===== src/rtl/adda_log_adder.sv =====
// ADDA: log-domain adder of the G.726 quantizer path, DQL = (DQLN + (Y >> 2)) mod 4096.
// The combinational result feeds the antilog block; a captured copy serves pipelined consumers.
module adda_log_adder #(
  parameter int DQLN_W  = 12,
  parameter int Y_W     = 13,
  parameter int Y_SHIFT = 2
) (
  input  logic              clk,
  input  logic              reset_n,
  input  logic [DQLN_W-1:0] DQLN,
  input  logic [Y_W-1:0]    Y,
  input  logic              EN,
  output logic [DQLN_W-1:0] DQL,
  output logic              DQL_WRAP,
  output logic [DQLN_W-1:0] DQL_Q,
  output logic              DQL_WRAP_Q,
  output logic              VALID_Q
);

  localparam int YS_W  = Y_W - Y_SHIFT;
  localparam int SUM_W = DQLN_W + 1;

  logic [YS_W-1:0]   ys;
  logic [SUM_W-1:0]  sum13;
  logic              unused_low_y;

  // The fractional bits of Y are dropped, not rounded.
  assign ys           = Y[Y_W-1:Y_SHIFT];
  assign unused_low_y = ^Y[Y_SHIFT-1:0];

  // DQLN is an unsigned pattern here; negative logs wrap through the carry-out.
  assign sum13    = {1'b0, DQLN} + {{(SUM_W-YS_W){1'b0}}, ys};
  assign DQL      = sum13[DQLN_W-1:0];
  assign DQL_WRAP = sum13[DQLN_W];

  logic [DQLN_W-1:0] dql_q, dql_d;
  logic              wrap_q, wrap_d;
  logic              valid_q, valid_d;

  always_comb begin
    dql_d   = dql_q;
    wrap_d  = wrap_q;
    valid_d = 1'b0;
    if (EN) begin
      dql_d   = DQL;
      wrap_d  = DQL_WRAP;
      valid_d = 1'b1;
    end
  end

  always_ff @(posedge clk) begin
    if (!reset_n) begin
      dql_q   <= '0;
      wrap_q  <= 1'b0;
      valid_q <= 1'b0;
    end else begin
      dql_q   <= dql_d;
      wrap_q  <= wrap_d;
      valid_q <= valid_d;
    end
  end

  assign DQL_Q      = dql_q;
  assign DQL_WRAP_Q = wrap_q;
  assign VALID_Q    = valid_q;

endmodule


===== config.mk =====
export PLATFORM = sky130hd
export DESIGN_NAME = adda_log_adder
export DESIGN_NICKNAME = d
export VERILOG_FILES = /design/src/rtl/adda_log_adder.sv
export SDC_FILE = /design/constraint.sdc
export NUM_CORES = 1
export LEC_CHECK = 0
export ABC_CLOCK_PERIOD_IN_PS = 4400
export CAP_MARGIN = 10
export CORE_MARGIN = 1
export CORE_UTILIZATION = 38
export DETAILED_ROUTE_END_ITERATION = 8
export PLACE_DENSITY = 0.88
export SYNTH_ARGS = -nofsm -noshare
export SYNTH_HDL_FRONTEND = slang
export SYNTH_SLANG_ARGS = --single-unit
export TNS_END_PERCENT = 20

===== constraint.sdc =====
create_clock -name clk -period 4.4 [get_ports clk]
set_input_delay 1.32 -clock clk [delete_from_list [all_inputs] [get_ports clk]]
set_output_delay 1.32 -clock clk [all_outputs]
set_load 0.01 [all_outputs]

==> impl_metrics.yaml <==
run_status:
  result_of_the_run: "complete, no violations"
timing:
  worst_hold_slack_ns: 0.484
  fin_tns_setup_ns: 0
  count_of_endpoints_failing_setup_in_the_final_report: 0
  worst_clock_skew_ns: 0
  report.final.slew_viol_count: 0
  min_period_ns: 4.39
  layout_setup_ws_ns: 0.00524
  worst_case_headroom_to_the_max_slew_limit_pct: 53.9
  fmax_ghz: 0.228
  actual_slew_at_the_worst_max_slew_pin_ns: 0.690
  hold_viol: 0
  final_min_period_over_clock_period_pct: 99.9
grt:
  globalRouteOverflowTotal: 0
  global_route_wire_length_before_repair_um: 5800
  antenna_found_initial: 0
  use_met2_pct: 53.6
  grt_most_used_layer: "met2"
  grt_start_max_net_pins: 16
  grt.met3_usage_pct: 4.06
  use_met1_pct: 31.5
  grt_util_all_layers_pct: 28.8
  grt_pass1_vias: 1229
power_and_ir_drop:
  pwr-share-comb_pct: 57.9
  post-layout-total-power_mw: 0.515
  power.share.clock_pct: 13.7
  p_int_mw: 0.335
  power_density_nw_per_um2: 265
  ir_drop_mv: 0.245
  seq_power_share_pct: 28.4
  power.static_leakage_nw: 0.904
  power.net_switching_mw: 0.181
  switching_power_as_a_share_of_total_power_pct: 35.1
finish:
  fin_util_pct: 84.6
  layout.filler_cells: 128
  post_layout_nonfiller_instances: 220
  insertedDiodeCount: 0
  drive_gt1_share_pct: 41.1
  ff_latch_area_um2: 280
  post-route-cell-area_um2: 1940
  area_growth_from_synthesis_to_final_layout_pct: 103
  multiInputGateArea_um2: 872
  final_nets: 234
synth:
  mappedNetlistNets: 144
  yosysTopAreaCell: "sky130_fd_sc_hd__dfxtp_1"
  yosys.area_share.adder_pct: 16.4
  synth.area.top_cells: "sky130_fd_sc_hd__dfxtp_1 29%, sky130_fd_sc_hd__ha_1 14%, sky130_fd_sc_hd__mux2i_1 8.4%, sky130_fd_sc_hd__nor2_1 6.3%, sky130_fd_sc_hd__xnor2_1 5.5%"
  synthesis.instances: 104
  main_combinational_cell_family_by_area_after_synthesis: "compound AO/OA/AOI/OAI gates"
  yosys.area_share.simple_pct: 11.2
  postSynth.asyncResetShare_pct: 0
  count_of_cell_types_in_the_netlist: 29
  synth_xor_xnor_area_share_pct: 8.22
  edff_count_synth: 0
  synth_seq_cells: 14
  ys_seq_area_share_pct: 29.2
  synthMostInstantiatedCell: "sky130_fd_sc_hd__nor2_1"
  fraction_of_synthesized_area_in_multiplexers_pct: 8.36
  yosysWarningCount: 0
  netlist_top_cells_count: "16 x sky130_fd_sc_hd__nor2_1, 14 x sky130_fd_sc_hd__dfxtp_1, 11 x sky130_fd_sc_hd__ha_1"
  post_synth.cell_area_avg_um2: 9.22
  synth_ff_type: "sky130_fd_sc_hd__dfxtp_1"
  synth.cell_area_um2: 958
  synth_compound_gate_area_share_pct: 24.5
  post-synth-top-area-fraction_pct: 29.2
clock_tree:
  cts-htree-levels: 1
  clkSinkCount: 14
  insertion_delay_ns: 0.27
  cts-root-buf: "sky130_fd_sc_hd__clkbuf_4"
  tritoncts: "yes"
  cts_made_buffers: 3
  clock_tree.buffer_depth: 2
  clkSlewWorstSetupHoldPaths_ns: 0.08
  cts_hold_buffers: 0
min_path:
  hold_path_class: "flip-flop to flip-flop"
place:
  placement.cell_area_um2: 1720
  gp_congestion: 0.849
  hpwlAfterDp_um: 2550
  dp_cells: 210
  port_buffers: 52
  preCtsSetupSlack_ns: -0.789
die:
  die_width_um: 52.2
  core_area_um2: 2300
  number_of_placed_i_o_pins: 55
  die_height_um: 52.2
  floorplan.die_area_um2: 2730
  initial_utilization_pct: 41.7
  placementRows: 17
route:
  post_drt_wl_per_cell_um: 18.5
  drt.antenna.violating_nets: 0
  drt_pass1_iterations: 4
  drt_first_iter_violations: 42
  post_route_drc: 0
  vias: 1216
  drt_wl_total_um: 4080
  viasPerCell: 5.53
worst_setup_path:
  critPathCaptureType: "output pin"
  worst-endpoint-arrival_ns: 3.07
  crit_path_start_kind: "input pin"
  critical_path.max_fanout: 2
  setup.worst_path.class: "input pin to output pin"
  worst_endpoint_required_time_ns: 3.08
job:
  cap_violations: 0
[logic make-up (layout without fill, tap and decap cells)]
logic type      count (synthesis)  in the layout
mux                             8              8
simple gates                   23             23
fa+ha+maj                      12             12
xor+xnor                        9              9
compound gates                 33             33
buf+inv                         5             93
flops                          14             14
[power by group through the flow]
stage / clock, mW / sequential [mW] / combinational, mW
final: 0.0707 / 0.146 / 0.298
after global routing: 0.0765 / 0.148 / 0.315
after CTS: 0.0713 / 0.146 / 0.262
after detailed placement: 0 / 0.149 / 0.255
after global placement: 0 / 0.148 / 0.244
after floorplan: 0 / 0.154 / 0.0999
[timing repair]
item                                    4_1_cts  5_1_grt
resized for setup                            74       24
pin swaps                                    27       14
endpoints found under the setup margin       11       10
buffers inserted                              3        4
[layer usage]
metal | up-vias | routed length [µm]
met5 | - | 0
met4 | 0 | 159
met3 | 18 | 213
met2 | 52 | 2210
met1 | 587 | 1490
li1 | 559 | -
[state kept, by name, indices dropped and copies added (netlist names)]
signal,count
DQL_Q,12
DQL_WRAP_Q,1
VALID_Q,1
[path summary, 6_finish.rpt]
| kind | start | to | slack, ns | cells past startpoint |
|---|---|---|---|---|
| worst max-delay path | DQLN[0] | DQL_WRAP | 0.005 | 9 |
| worst max register to register | DQL_Q[9]$_SDFFE_PN0P_ | DQL_Q[9]$_SDFFE_PN0P_ | 3.57 | 2 |
| worst min register to register | DQL_WRAP_Q$_SDFFE_PN0P_ | DQL_WRAP_Q$_SDFFE_PN0P_ | 0.48 | 1 |
| worst min-delay path | DQL_WRAP_Q$_SDFFE_PN0P_ | DQL_WRAP_Q$_SDFFE_PN0P_ | 0.48 | 1 |
[layout make-up]
type	instances	share of cell area [%]
Multi-Input combinational cell	85	44.9
Timing Repair Buffer	87	37.2
Sequential cell	14	14.4
Tap cell	28	1.80
Clock buffer	3	1.16
Inverter	3	0.579
[cells in the final DEF (no fill, tap or decap), types with 2 or more instances in the layout]
| master | count |
|---|---|
| sky130_fd_sc_hd__a211oi_1 | 3 |
| sky130_fd_sc_hd__a21o_1 | 4 |
| sky130_fd_sc_hd__a21oi_1 | 3 |
| sky130_fd_sc_hd__a21oi_2 | 4 |
| sky130_fd_sc_hd__a22o_1 | 3 |
| sky130_fd_sc_hd__buf_2 | 7 |
| sky130_fd_sc_hd__buf_4 | 34 |
| sky130_fd_sc_hd__clkbuf_2 | 4 |
| sky130_fd_sc_hd__clkbuf_4 | 3 |
| sky130_fd_sc_hd__clkdlybuf4s15_2 | 2 |
| sky130_fd_sc_hd__clkdlybuf4s50_1 | 24 |
| sky130_fd_sc_hd__dfxtp_1 | 14 |
| sky130_fd_sc_hd__dlygate4sd2_1 | 13 |
| sky130_fd_sc_hd__dlymetal6s2s_1 | 2 |
| sky130_fd_sc_hd__ha_1 | 4 |
| sky130_fd_sc_hd__ha_4 | 7 |
| sky130_fd_sc_hd__inv_1 | 3 |
| sky130_fd_sc_hd__mux2i_1 | 8 |
| sky130_fd_sc_hd__nor2_1 | 15 |
| sky130_fd_sc_hd__o21a_1 | 3 |
| sky130_fd_sc_hd__o21ai_1 | 2 |
| sky130_fd_sc_hd__xnor2_1 | 4 |
| sky130_fd_sc_hd__xnor2_2 | 2 |
| sky130_fd_sc_hd__xor2_1 | 2 |
[critical path: stages]
cell and delay, ns:
sky130_fd_sc_hd__clkbuf_2 0.10, sky130_fd_sc_hd__ha_4 0.16, sky130_fd_sc_hd__fa_2 0.38, sky130_fd_sc_hd__a211oi_4 0.30
sky130_fd_sc_hd__o21bai_2 0.13, sky130_fd_sc_hd__a41o_1 0.29, sky130_fd_sc_hd__a21oi_2 0.19, sky130_fd_sc_hd__nor2b_2 0.07
sky130_fd_sc_hd__buf_2 0.14
(Power assumes the default switching activity.)
